<file path="src/rtl/r_exec_ctrl.sv">
// Multi-cycle R-format execution sequencer: decode -> register read -> ALU execute -> write-back.
// Optional performance counters are enabled with `define R_EXEC_PERF_CNT_EN.
module r_exec_ctrl #(
  parameter int unsigned DATA_W = 32,
  parameter int unsigned REG_AW = 5
) (
  input  logic              clk,
  input  logic              rst_n,
  input  logic              instr_valid,
  output logic              instr_ready,
  input  logic [31:0]       instr,
  output logic [REG_AW-1:0] rf_ra1,
  output logic [REG_AW-1:0] rf_ra2,
  input  logic [DATA_W-1:0] rf_rd1,
  input  logic [DATA_W-1:0] rf_rd2,
  output logic [2:0]        alu_op,
  output logic [DATA_W-1:0] alu_a,
  output logic [DATA_W-1:0] alu_b,
  input  logic [DATA_W-1:0] alu_result,
  input  logic              alu_zero,
  output logic              rf_we,
  output logic [REG_AW-1:0] rf_wa,
  output logic [DATA_W-1:0] rf_wd,
  output logic              zero_flag,
  output logic              done,
  output logic              illegal
`ifdef R_EXEC_PERF_CNT_EN
  ,
  output logic [31:0]       retired_cnt,
  output logic [15:0]       illegal_cnt
`endif
);

  typedef enum logic [2:0] {
    S_IDLE   = 3'd0,
    S_DECODE = 3'd1,
    S_EXEC   = 3'd2,
    S_WB     = 3'd3,
    S_ILL    = 3'd4
  } state_t;

  state_t state_q, state_d;

  logic [31:0]       instr_q;
  logic [2:0]        alu_op_q, alu_op_d;
  logic [DATA_W-1:0] alu_a_q, alu_b_q;
  logic [DATA_W-1:0] rf_wd_q;
  logic              zero_q;

  logic [5:0]        op_f, funct_f;
  logic [4:0]        rs_f, rt_f, rd_f;
  logic              legal;
  logic              accept;
  logic              unused_shamt;

  assign op_f    = instr_q[31:26];
  assign rs_f    = instr_q[25:21];
  assign rt_f    = instr_q[20:16];
  assign rd_f    = instr_q[15:11];
  assign funct_f = instr_q[5:0];
  assign unused_shamt = ^instr_q[10:6];

  always_comb begin
    legal    = 1'b0;
    alu_op_d = alu_op_q;
    if (op_f == 6'h00) begin
      case (funct_f)
        6'h20: begin legal = 1'b1; alu_op_d = 3'b000; end
        6'h22: begin legal = 1'b1; alu_op_d = 3'b001; end
        6'h24: begin legal = 1'b1; alu_op_d = 3'b010; end
        6'h25: begin legal = 1'b1; alu_op_d = 3'b011; end
        6'h2A: begin legal = 1'b1; alu_op_d = 3'b100; end
        default: legal = 1'b0;
      endcase
    end
  end

  assign accept = instr_valid && (state_q == S_IDLE);

  always_comb begin
    state_d     = state_q;
    instr_ready = 1'b0;
    rf_we       = 1'b0;
    done        = 1'b0;
    illegal     = 1'b0;
    case (state_q)
      S_IDLE: begin
        instr_ready = 1'b1;
        if (instr_valid) state_d = S_DECODE;
      end
      S_DECODE: state_d = legal ? S_EXEC : S_ILL;
      S_EXEC:   state_d = S_WB;
      S_WB: begin
        rf_we   = (rd_f != 5'd0);
        done    = 1'b1;
        state_d = S_IDLE;
      end
      // Rejection pulse gets its own cycle so illegal and instr_ready never overlap.
      S_ILL: begin
        illegal = 1'b1;
        state_d = S_IDLE;
      end
      default: state_d = S_IDLE;
    endcase
  end

  always_ff @(posedge clk or negedge rst_n) begin
    if (!rst_n) begin
      state_q  <= S_IDLE;
      instr_q  <= '0;
      alu_op_q <= '0;
      alu_a_q  <= '0;
      alu_b_q  <= '0;
      rf_wd_q  <= '0;
      zero_q   <= 1'b0;
    end else begin
      state_q <= state_d;
      if (accept) instr_q <= instr;
      if (state_q == S_DECODE && legal) begin
        alu_op_q <= alu_op_d;
        alu_a_q  <= rf_rd1;
        alu_b_q  <= rf_rd2;
      end
      if (state_q == S_EXEC) begin
        rf_wd_q <= alu_result;
        zero_q  <= alu_zero;
      end
    end
  end

  assign rf_ra1    = REG_AW'(rs_f);
  assign rf_ra2    = REG_AW'(rt_f);
  assign rf_wa     = REG_AW'(rd_f);
  assign alu_op    = alu_op_q;
  assign alu_a     = alu_a_q;
  assign alu_b     = alu_b_q;
  assign rf_wd     = rf_wd_q;
  assign zero_flag = zero_q;

`ifdef R_EXEC_PERF_CNT_EN
  logic [31:0] retired_q;
  logic [15:0] illegal_cnt_q;

  always_ff @(posedge clk or negedge rst_n) begin
    if (!rst_n) begin
      retired_q     <= '0;
      illegal_cnt_q <= '0;
    end else begin
      if (done)    retired_q     <= retired_q + 32'd1;
      if (illegal) illegal_cnt_q <= illegal_cnt_q + 16'd1;
    end
  end

  assign retired_cnt = retired_q;
  assign illegal_cnt = illegal_cnt_q;
`else
  // Counters not built.
`endif

endmodule
</file>
<file path="config.mk">
export PLATFORM = sky130hd
export DESIGN_NAME = r_exec_ctrl
export DESIGN_NICKNAME = d
export VERILOG_FILES = /design/src/rtl/r_exec_ctrl.sv
export SDC_FILE = /design/constraint.sdc
export NUM_CORES = 1
export LEC_CHECK = 0
export ABC_AREA = 1
export BUFFER_PORTS_ARGS = -buffer_cell sky130_fd_sc_hd__buf_2
export CORE_ASPECT_RATIO = 1.2
export CORE_MARGIN = 5
export CORE_UTILIZATION = 30
export DETAILED_ROUTE_END_ITERATION = 12
export GPL_ROUTABILITY_DRIVEN = 0
export GPL_TIMING_DRIVEN = 0
export PLACE_DENSITY = 0.57
export SYNTH_ARGS = -nofsm -noshare
export SYNTH_HDL_FRONTEND = slang
export SYNTH_SLANG_ARGS = --single-unit
</file>
<file path="constraint.sdc">
create_clock -name clk -period 1.4 [get_ports clk]
set_input_delay 0.21 -clock clk [delete_from_list [all_inputs] [get_ports clk]]
set_output_delay 0.21 -clock clk [all_outputs]
set_load 0.02 [all_outputs]
</file>
# Yosys cells after proc, flatten, opt, wreduce, memory -nomap -nowiden
# Cells that the tools add are included.
[totals] regBits=135 latchBits=0 mem_bits_rw=0 rom_bits=0 inputBits=132 output_inout_bits=119 wordCells=35 memories=0
[classes] addsub=0 multipliers=0 n_div=0 n_lt_le_gt_ge=0 n_eq_ne=10 n_shift=0 n_mux=10 bitwise=0 n_reduce_logical=8
[op_table] op="== test 6 bit, second input constant" count=5
[op_table] op="one-hot mux 3 bit (5 select lines)" count=1
[op_table] op="nonzero test 5 bit" count=2
[op_table] op="one-hot mux 3 bit (3 select lines)" count=1
[op_table] op="== test 3 x 2 -> 1 bit, second input constant" count=2
[op_table] op="zero test 6 bit" count=1
[op_table] op="2-to-1 mux 1 bit" count=6
[op_table] op="2-to-1 mux 3 bit" count=2
[op_table] op="OR reduction 5 bit" count=1
[op_table] op="== test 3 x 1 -> 1 bit, second input constant" count=1
[op_table] op="== test 3 bit, second input constant" count=1
[op_table] op="zero test 3 bit" count=1
[op_table] op="AND reduction 3 bit" count=1
[op_table] op="logical AND 1 bit" count=2
[op_table] op="!= test 2 bit, second input constant" count=1

# Depth between registers and ports, before layout
# Gate-level depths: netlist of the first run.
[depth] ltp_word=6 depth_mapped=10 depth_no_buf=8

# Worst setup path before layout of the first run
# No wires, ideal clock.
[synth_path] path_type="reg-to-reg" start="register instr_q[2]" end="register alu_a_q[14] (netlist: alu_a[14])" setup_ps=117 t_arrival_ps=1344 required_ps=1283 path_slack_ps=-61 stages_incl_launch_ff=11 n_path_buf=2 path_cell_list="dfrtp_1 -> inv_1 -> nand2_1 -> nor2_1 -> nand2_1 -> nand2_1 -> nand3_2 -> buf_4 -> buf_2 -> nand2_1 -> nand2_1"
[synth_via] elab_chain_len=5 word_cells_on_any_way=9 classes_between="eq/ne (5); mux (2); reduce/logical (2)"
[synth_lines] element="from (decl)" line_no="44" rtl="logic [31:0] instr_q;"
[synth_lines] element="from (signal assigned)" line_no="118" rtl="if (accept) instr_q <= instr;"
[synth_lines] element="== test 6 bit" line_no="67" rtl="case (funct_f)"
[synth_lines] element="OR reduction 5 bit (no line) (*)"
[synth_lines] element="2-to-1 mux 1 bit (*)" line_no="67"
[synth_lines] element="2-to-1 mux 1 bit (*)" line_no="66" rtl="if (op_f == 6'h00) begin"
[synth_lines] element="logical AND 1 bit (*)" line_no="119" rtl="if (state_q == S_DECODE && legal) begin"
[synth_lines] element="to (signal assigned)" line_no="121" rtl="alu_a_q <= rf_rd1;"
[synth_lines] element="to (decl)" line_no="46" rtl="logic [DATA_W-1:0] alu_a_q, alu_b_q;"
# Mark *: on every way between the ends. The rest lies on a longest branch, timed or not.
# A chain may end at the register's enable or synchronous reset.

# Worst setup path after layout of the first run
[layout_path] start="register state_q[1]" end="register alu_op_q[0] (netlist: alu_op[0])"
[layout_via] elab_chain_len=3
[layout_lines] element="from (decl)" line_no="42" rtl="state_t state_q, state_d;"
[layout_lines] element="from (signal assigned)" line_no="117" rtl="state_q <= state_d;"
[layout_lines] element="== test 3 x 1 -> 1 bit" line_no="119"
[layout_lines] element="logical AND 1 bit" line_no="119"
[layout_lines] element="AND reduction 3 bit (no line)"
[layout_lines] element="to (signal assigned)" line_no="120" rtl="alu_op_q <= alu_op_d;"
[layout_lines] element="to (decl)" line_no="45" rtl="logic [2:0] alu_op_q, alu_op_d;"
# Every way passes these cells.

==> metrics.cfg, run 1 <==
[worst_setup_path]
cp-end-kind = flop
arrival_ps = 1870
worstPathRequired_ps = 1690
path_max_fanout = 7
reg2regPathDepth = 8
critPathLaunchType = flop
crit_type = reg -> reg

[pwr]
p_comb_share_pct = 24.9
p_clk_share_pct = 37.3
power.leakage_nw = 4.142
switchingPower_w = 0.003771
p_per_area_mw_per_mm2 = 1428
internal_power_w = 0.008502
swShare_pct = 30.73
peakVddDrop_uv = 710.2
p_total_w = 0.01227
seqPwrFrac_pct = 37.9

[run_status]
violations = negative setup slack
status = finished, violations left

[cells_and_area]
final_util_pct = 48.91
fin_nets = 971
drive_gt1_share_pct = 59.62
area_growth_pct = 60.03

[floorplan]
rows = 53
dieArea_mm2 = 0.02069
die_w_um = 132.2
io_pins = 251
start_util_pct = 30.57
coreArea_mm2 = 0.01757
die_h_um = 156.6

[routing]
drc = 0
wl_um = 16470
first_pass_iters = 4
antenna_left = 0
wire_per_inst_um = 15.34
drt_iter0_drc = 181
vias_per_cell = 4.597
routed-via-count = 4933

[sta]
fin_skew_ps = 6.993
worst_pin_slew_ps = 635.0
slew-limit-headroom_pct = 57.66
final-setup-viol-count = 117
hold_slack_ps = 32.31
timing.final.ws_setup_ps = -176.2
final-hold-violation-count = 0
rsz0062_at_grt = true
slew_violations = 0
fin_crit_ps = 1576
max_freq_mhz = 634.4
finalCritPeriodShare_pct = 112.6

[yosys]
synthMuxAreaShare_pct = 6.918
synth.largest_area_cell = dfrtp_1
ys_seq_area_share_pct = 60.56
syn_nets = 676
synthAdderAreaFrac_pct = 0
synth_area_mm2 = 0.005371
synth_top_family_by_area = simple AND/OR/NAND/NOR gates
synth_compound_area_share_pct = 0.7920
synth_area_leaders = dfrtp_1 61%, nand2_1 13%, nand4_1 7.8%
synthXorXnorAreaFrac_pct = 0
yosysUniqueCellTypes = 18
synth-seq-cells = 130
yosys.area_share.simple_pct = 25.83
yosys_warnings = 0
netlist.area_leader.share_pct = 60.56
avgSynthCellArea_um2 = 9.874
postSynthCellCount = 544

[placement]
port-buffer-count = 244
dp_hpwl_um = 11430

[grt]
antenna_found_initial = 0
grt_pass1_vias = 4992
grt.total_usage_pct = 15.46
gr-total-overflow = 0
grt_pass1_wl_um = 26110
grt_max_degree = 67

[clock_tree]
cts_buffers = 17
clock_latency_ps = 400
clockBufferDepth = 2
h-tree-depth = 4
clk_pin_slew_worst_paths_ps = 60
clockRootBuffer = clkbuf_16
tritoncts = built
clock_sinks = 130

[min_path]
hold_class = in -> reg
hold_path_depth = 3

[run]
cap_violations = 0

## final cells by class
class                      instances  area, um2
timing repair buffer             282       1744
inverter                           9      33.78
multi-input combinational        351       2222
clock buffer                      20      456.7
antenna                            1      2.502
sequential                       130       3258
fill                            1676       8977
buffer                            48      446.7
tap                              220      275.3
clock inverter                    12      156.4
## Yosys cell counts
cell      instances
clkbuf_1         24
nand3_2           1
dfrtp_1         130
nand4_1          67
o21ai_0           3
nand3b_1          1
buf_4            17
nand2_1         193
nor3_2            2
inv_2             1
inv_1             8
a21oi_1           4
nor2_2            1
nor2_1           20
mux2_2           33
a21boi_0          1
nand3_1          25
buf_2            13
## cell families after synthesis
group,Yosys count
multiplexers,33
AND/OR/NAND/NOR,310
AO/OA/AOI/OAI,8
flip-flops,130
buffers and inverters,63
## repair_timing
action                                  in CTS  in global routing
setup buffers                               16                 13
endpoints found under the hold margin       65                  0
hold buffers                                 1                  0
resized for setup                          126                125
gates cloned                                 3                  5
pin swaps                                    8                  8
endpoints found under the setup margin     129                129
## cells in the final DEF (no fill, tap or decap), types with 2 or more instances in the layout
cell | netlist | routed
bufinv_16 | 0 | 3
buf_4 | 17 | 43
buf_12 | 0 | 3
clkbuf_2 | 0 | 3
nand4_1 | 67 | 67
buf_8 | 0 | 12
nand2_4 | 0 | 17
buf_6 | 0 | 16
nor3_4 | 0 | 2
nor2_4 | 0 | 6
clkbuf_16 | 0 | 22
mux2_2 | 33 | 33
clkinv_4 | 0 | 2
clkinv_2 | 0 | 2
clkbuf_1 | 24 | 4
clkinvlp_4 | 0 | 4
nor2_2 | 1 | 2
nor2_1 | 20 | 13
clkbuf_8 | 0 | 4
nand2_1 | 193 | 99
inv_1 | 8 | 5
a21oi_2 | 0 | 4
buf_2 | 13 | 239
dfrtp_1 | 130 | 126
dfrtp_2 | 0 | 4
nand3_1 | 25 | 25
nand2_2 | 0 | 76
buf_16 | 0 | 2
inv_2 | 1 | 4
## registers in the layout, summed over array words and instances, names as in the netlist
| signal | count |
|---|---|
| alu_a | 32 |
| state_q | 3 |
| alu_op | 3 |
| alu_b | 32 |
| rf_wd | 32 |
| zero_flag | 1 |
| instr_q | 27 |
## power groups by stage
stage               clock [W]  combinational, W  sequential, W
global route          0.00490           0.00333        0.00472
global placement            0           0.00243        0.00459
CTS                   0.00472           0.00270        0.00457
floorplan                   0           0.00114        0.00492
detailed placement          0           0.00245        0.00460
finish                0.00457           0.00305        0.00465
## final timing paths
kind / slack, ps / end / start
worst min-delay path: 30 / instr_q[23]$_DFFE_PN0P_ / instr[23]
max in group asynchronous: 270 / state_q[1]$_DFFE_PN0P_ / rst_n
worst max register to register: -180 / alu_op[0]$_DFFE_PN0P_ / state_q[1]$_DFFE_PN0P_
min in group asynchronous: 360 / alu_a[19]$_DFFE_PN0P_ / rst_n
worst max-delay path: -180 / alu_op[0]$_DFFE_PN0P_ / state_q[1]$_DFFE_PN0P_
worst min register to register: 470 / alu_b[29]$_DFFE_PN0P_ / alu_b[29]$_DFFE_PN0P_
## critical path: stages, from the launching register on
cell       delay [ps]
dfrtp_2           440
buf_4             150
nor3_4            140
buf_12            150
nand3_4           130
buf_12            180
clkbuf_16         160
nand2_2            50
nand2_1            40
## through the flow
step,cells,cell area (um2),TNS [ps],worst slack [ps]
after floorplan,544,5385,0,14.12
after global placement,1008,6882,-277690,-1815
after CTS,1058,8085,-11270,-198.4
after detailed placement,1009,6915,-44030,-476.0
final,1073,8596,-8782,-176.2
after global routing,1072,8593,-18650,-257.1
## layer usage
layer,global-route usage [%],vias to the layer above,wire (um)
met2,24.13,158,7940
met1,20.25,2360,7240
met3,5.627,12,1113
met4,4.606,0,170
li1,-,2403,-
met5,0,-,0
No activity file was read; power rests on OpenSTA's default activity.
==> inputs of run 2 (changes only) <==
--- a/config.mk
+++ b/config.mk
@@ -7,13 +7,15 @@
 export LEC_CHECK = 0
 export ABC_AREA = 1
 export BUFFER_PORTS_ARGS = -buffer_cell sky130_fd_sc_hd__buf_2
+export CELL_PAD_IN_SITES_DETAIL_PLACEMENT = 1
+export CELL_PAD_IN_SITES_GLOBAL_PLACEMENT = 1
 export CORE_ASPECT_RATIO = 1.2
 export CORE_MARGIN = 5
 export CORE_UTILIZATION = 30
 export DETAILED_ROUTE_END_ITERATION = 12
 export GPL_ROUTABILITY_DRIVEN = 0
 export GPL_TIMING_DRIVEN = 0
-export PLACE_DENSITY = 0.57
+export PLACE_DENSITY = 0.74
 export SYNTH_ARGS = -nofsm -noshare
 export SYNTH_HDL_FRONTEND = slang
 export SYNTH_SLANG_ARGS = --single-unit
==> run 2 against run 1 <==
The flow still finishes with violations (negative setup slack). Power increased by 2.9%. Largest cell class unchanged. Fmax is essentially flat. Clock skew is 0.77 ps higher.
==> metrics.cfg, run 2 (synthesized netlist as in run 1, its figures left out) <==
[run_status]
status = finished, violations left
violations = negative setup slack

[cells_and_area]
final_common_cell = buf_2
fin_nets = 985
n_fill_cell = 1997
final_util_pct = 51.31
layout.cells.non_filler = 1088
area_growth_pct = 67.85
final_cell_mix = 242 x buf_2, 126 x dfrtp_1, 86 x nand2_2
drive_gt1_share_pct = 63.16
regArea_mm2 = 0.003258
multiInputGateArea_mm2 = 0.002396

[routing]
drt_iter0_drc = 179
wire_per_inst_um = 17.76
routed-via-count = 5158
vias_per_cell = 4.741
wl_um = 19320
first_pass_iters = 4
antenna_left = 0
drc = 0

[worst_setup_path]
arrival_ps = 1370
cp_num_buf_inv = 2
cpMaxStageDelayCell = dfrtp_2
path_cells = nor3_4, clkbuf_8, buf_6
worstPathRequired_ps = 1190
cp-end-kind = primary output
max_stage_delay_ps = 460
critPathLaunchType = flop
path_max_fanout = 5
crit_type = reg -> out
path_delay_family = flip-flops

[min_path]
hold_class = in -> reg

[pwr]
p_total_w = 0.01263
peakVddDrop_uv = 740.3
power.leakage_nw = 4.297
p_per_area_mw_per_mm2 = 1401

[placement]
port-buffer-count = 244
dp_hpwl_um = 13010
placed_cells_incl_taps = 1009

[clock_tree]
clk_pin_slew_worst_paths_ps = 60
cts_buffers = 17
clockBufferDepth = 2
clock_latency_ps = 410
clockRootBuffer = clkbuf_16
clock_sinks = 130
h-tree-depth = 4
tritoncts = built

[floorplan]
die_w_um = 132.2
die_h_um = 156.6
rows = 53
io_pins = 251
dieArea_mm2 = 0.02069
start_util_pct = 30.57
coreArea_mm2 = 0.01757

[grt]
grt.total_usage_pct = 17.72
grt_pass1_vias = 5487
gr-total-overflow = 0
grt_max_degree = 73
antenna_found_initial = 4
grt_pass1_wl_um = 29260

[sta]
finalCritPeriodShare_pct = 112.6
rsz0062_at_grt = true
max_freq_mhz = 634.2
fin_crit_ps = 1577
setup_tns_ps = -10030
final-setup-viol-count = 123
slew-limit-headroom_pct = 60.61
timing.final.ws_setup_ps = -176.8
final-hold-violation-count = 0
worst_pin_slew_ps = 590.9
fin_skew_ps = 7.765
slew_violations = 0

[run]
cap_violations = 0

run 2: power by group:
part | internal, W | switching (W) | leakage, nW | total (W)
combinational | 0.00149 | 0.00182 | 2.64 | 0.00331
clock | 0.00290 | 0.00173 | 0.297 | 0.00464
sequential | 0.00426 | 0.000420 | 1.36 | 0.00468
total | 0.00866 | 0.00397 | 4.30 | 0.0126
run 2: repair_timing:
action,in CTS,in global routing
cloned,7,4
resized for setup,165,142
setup endpoints to repair,129,129
pin swaps,8,10
buffers inserted,18,14
hold buffers,3,0
endpoints found under the hold margin,60,0
run 2: path summary, 6_finish.rpt:
| kind | startpoint | endpoint | slack, ps | depth (start not counted) |
|---|---|---|---|---|
| max | state_q[1]$_DFFE_PN0P_ | instr_ready | -180 | 3 |
| min | alu_result[30] | rf_wd[30]$_DFFE_PN0P_ | 30 | 2 |
| max reg2reg | instr_q[26]$_DFFE_PN0P_ | alu_a[26]$_DFFE_PN0P_ | -170 | 9 |
| min reg2reg | alu_a[13]$_DFFE_PN0P_ | alu_a[13]$_DFFE_PN0P_ | 470 | 2 |
| max in group asynchronous | rst_n | rf_wd[10]$_DFFE_PN0P_ | 300 | 3 |
| min in group asynchronous | rst_n | alu_a[19]$_DFFE_PN0P_ | 330 | 2 |
run 2: per-layer routing:
| layer | wire length (um) | GRT usage, % | up-vias |
|---|---|---|---|
| met4 | 348 | 4.949 | 4 |
| met3 | 1375 | 6.849 | 30 |
| li1 | - | - | 2437 |
| met2 | 10070 | 30.39 | 165 |
| met5 | 27 | 0 | - |
| met1 | 7500 | 20.77 | 2522 |
run 2: through the flow:
step	hold slack [ps]	area (um2)	worst slack, ps
6_report	25.86	9016	-176.8
5_1_grt	2.392	9016	-277.6
4_1_cts	3.613	8372	-233.2
3_5_place_dp	225.7	6915	-471.4
3_3_place_gp	441.1	6882	-1846
2_1_floorplan	-85.59	5385	14.12
run 2: final cells by class:
type                       instances  area share, %
multi-input combinational        351          26.58
sequential                       130          36.14
clock inverter                    12          1.721
clock buffer                      20          5.065
buffer                            53          6.481
timing repair buffer             291          20.54
tap                              220          3.053
inverter                           9         0.3747
antenna                            2        0.05551
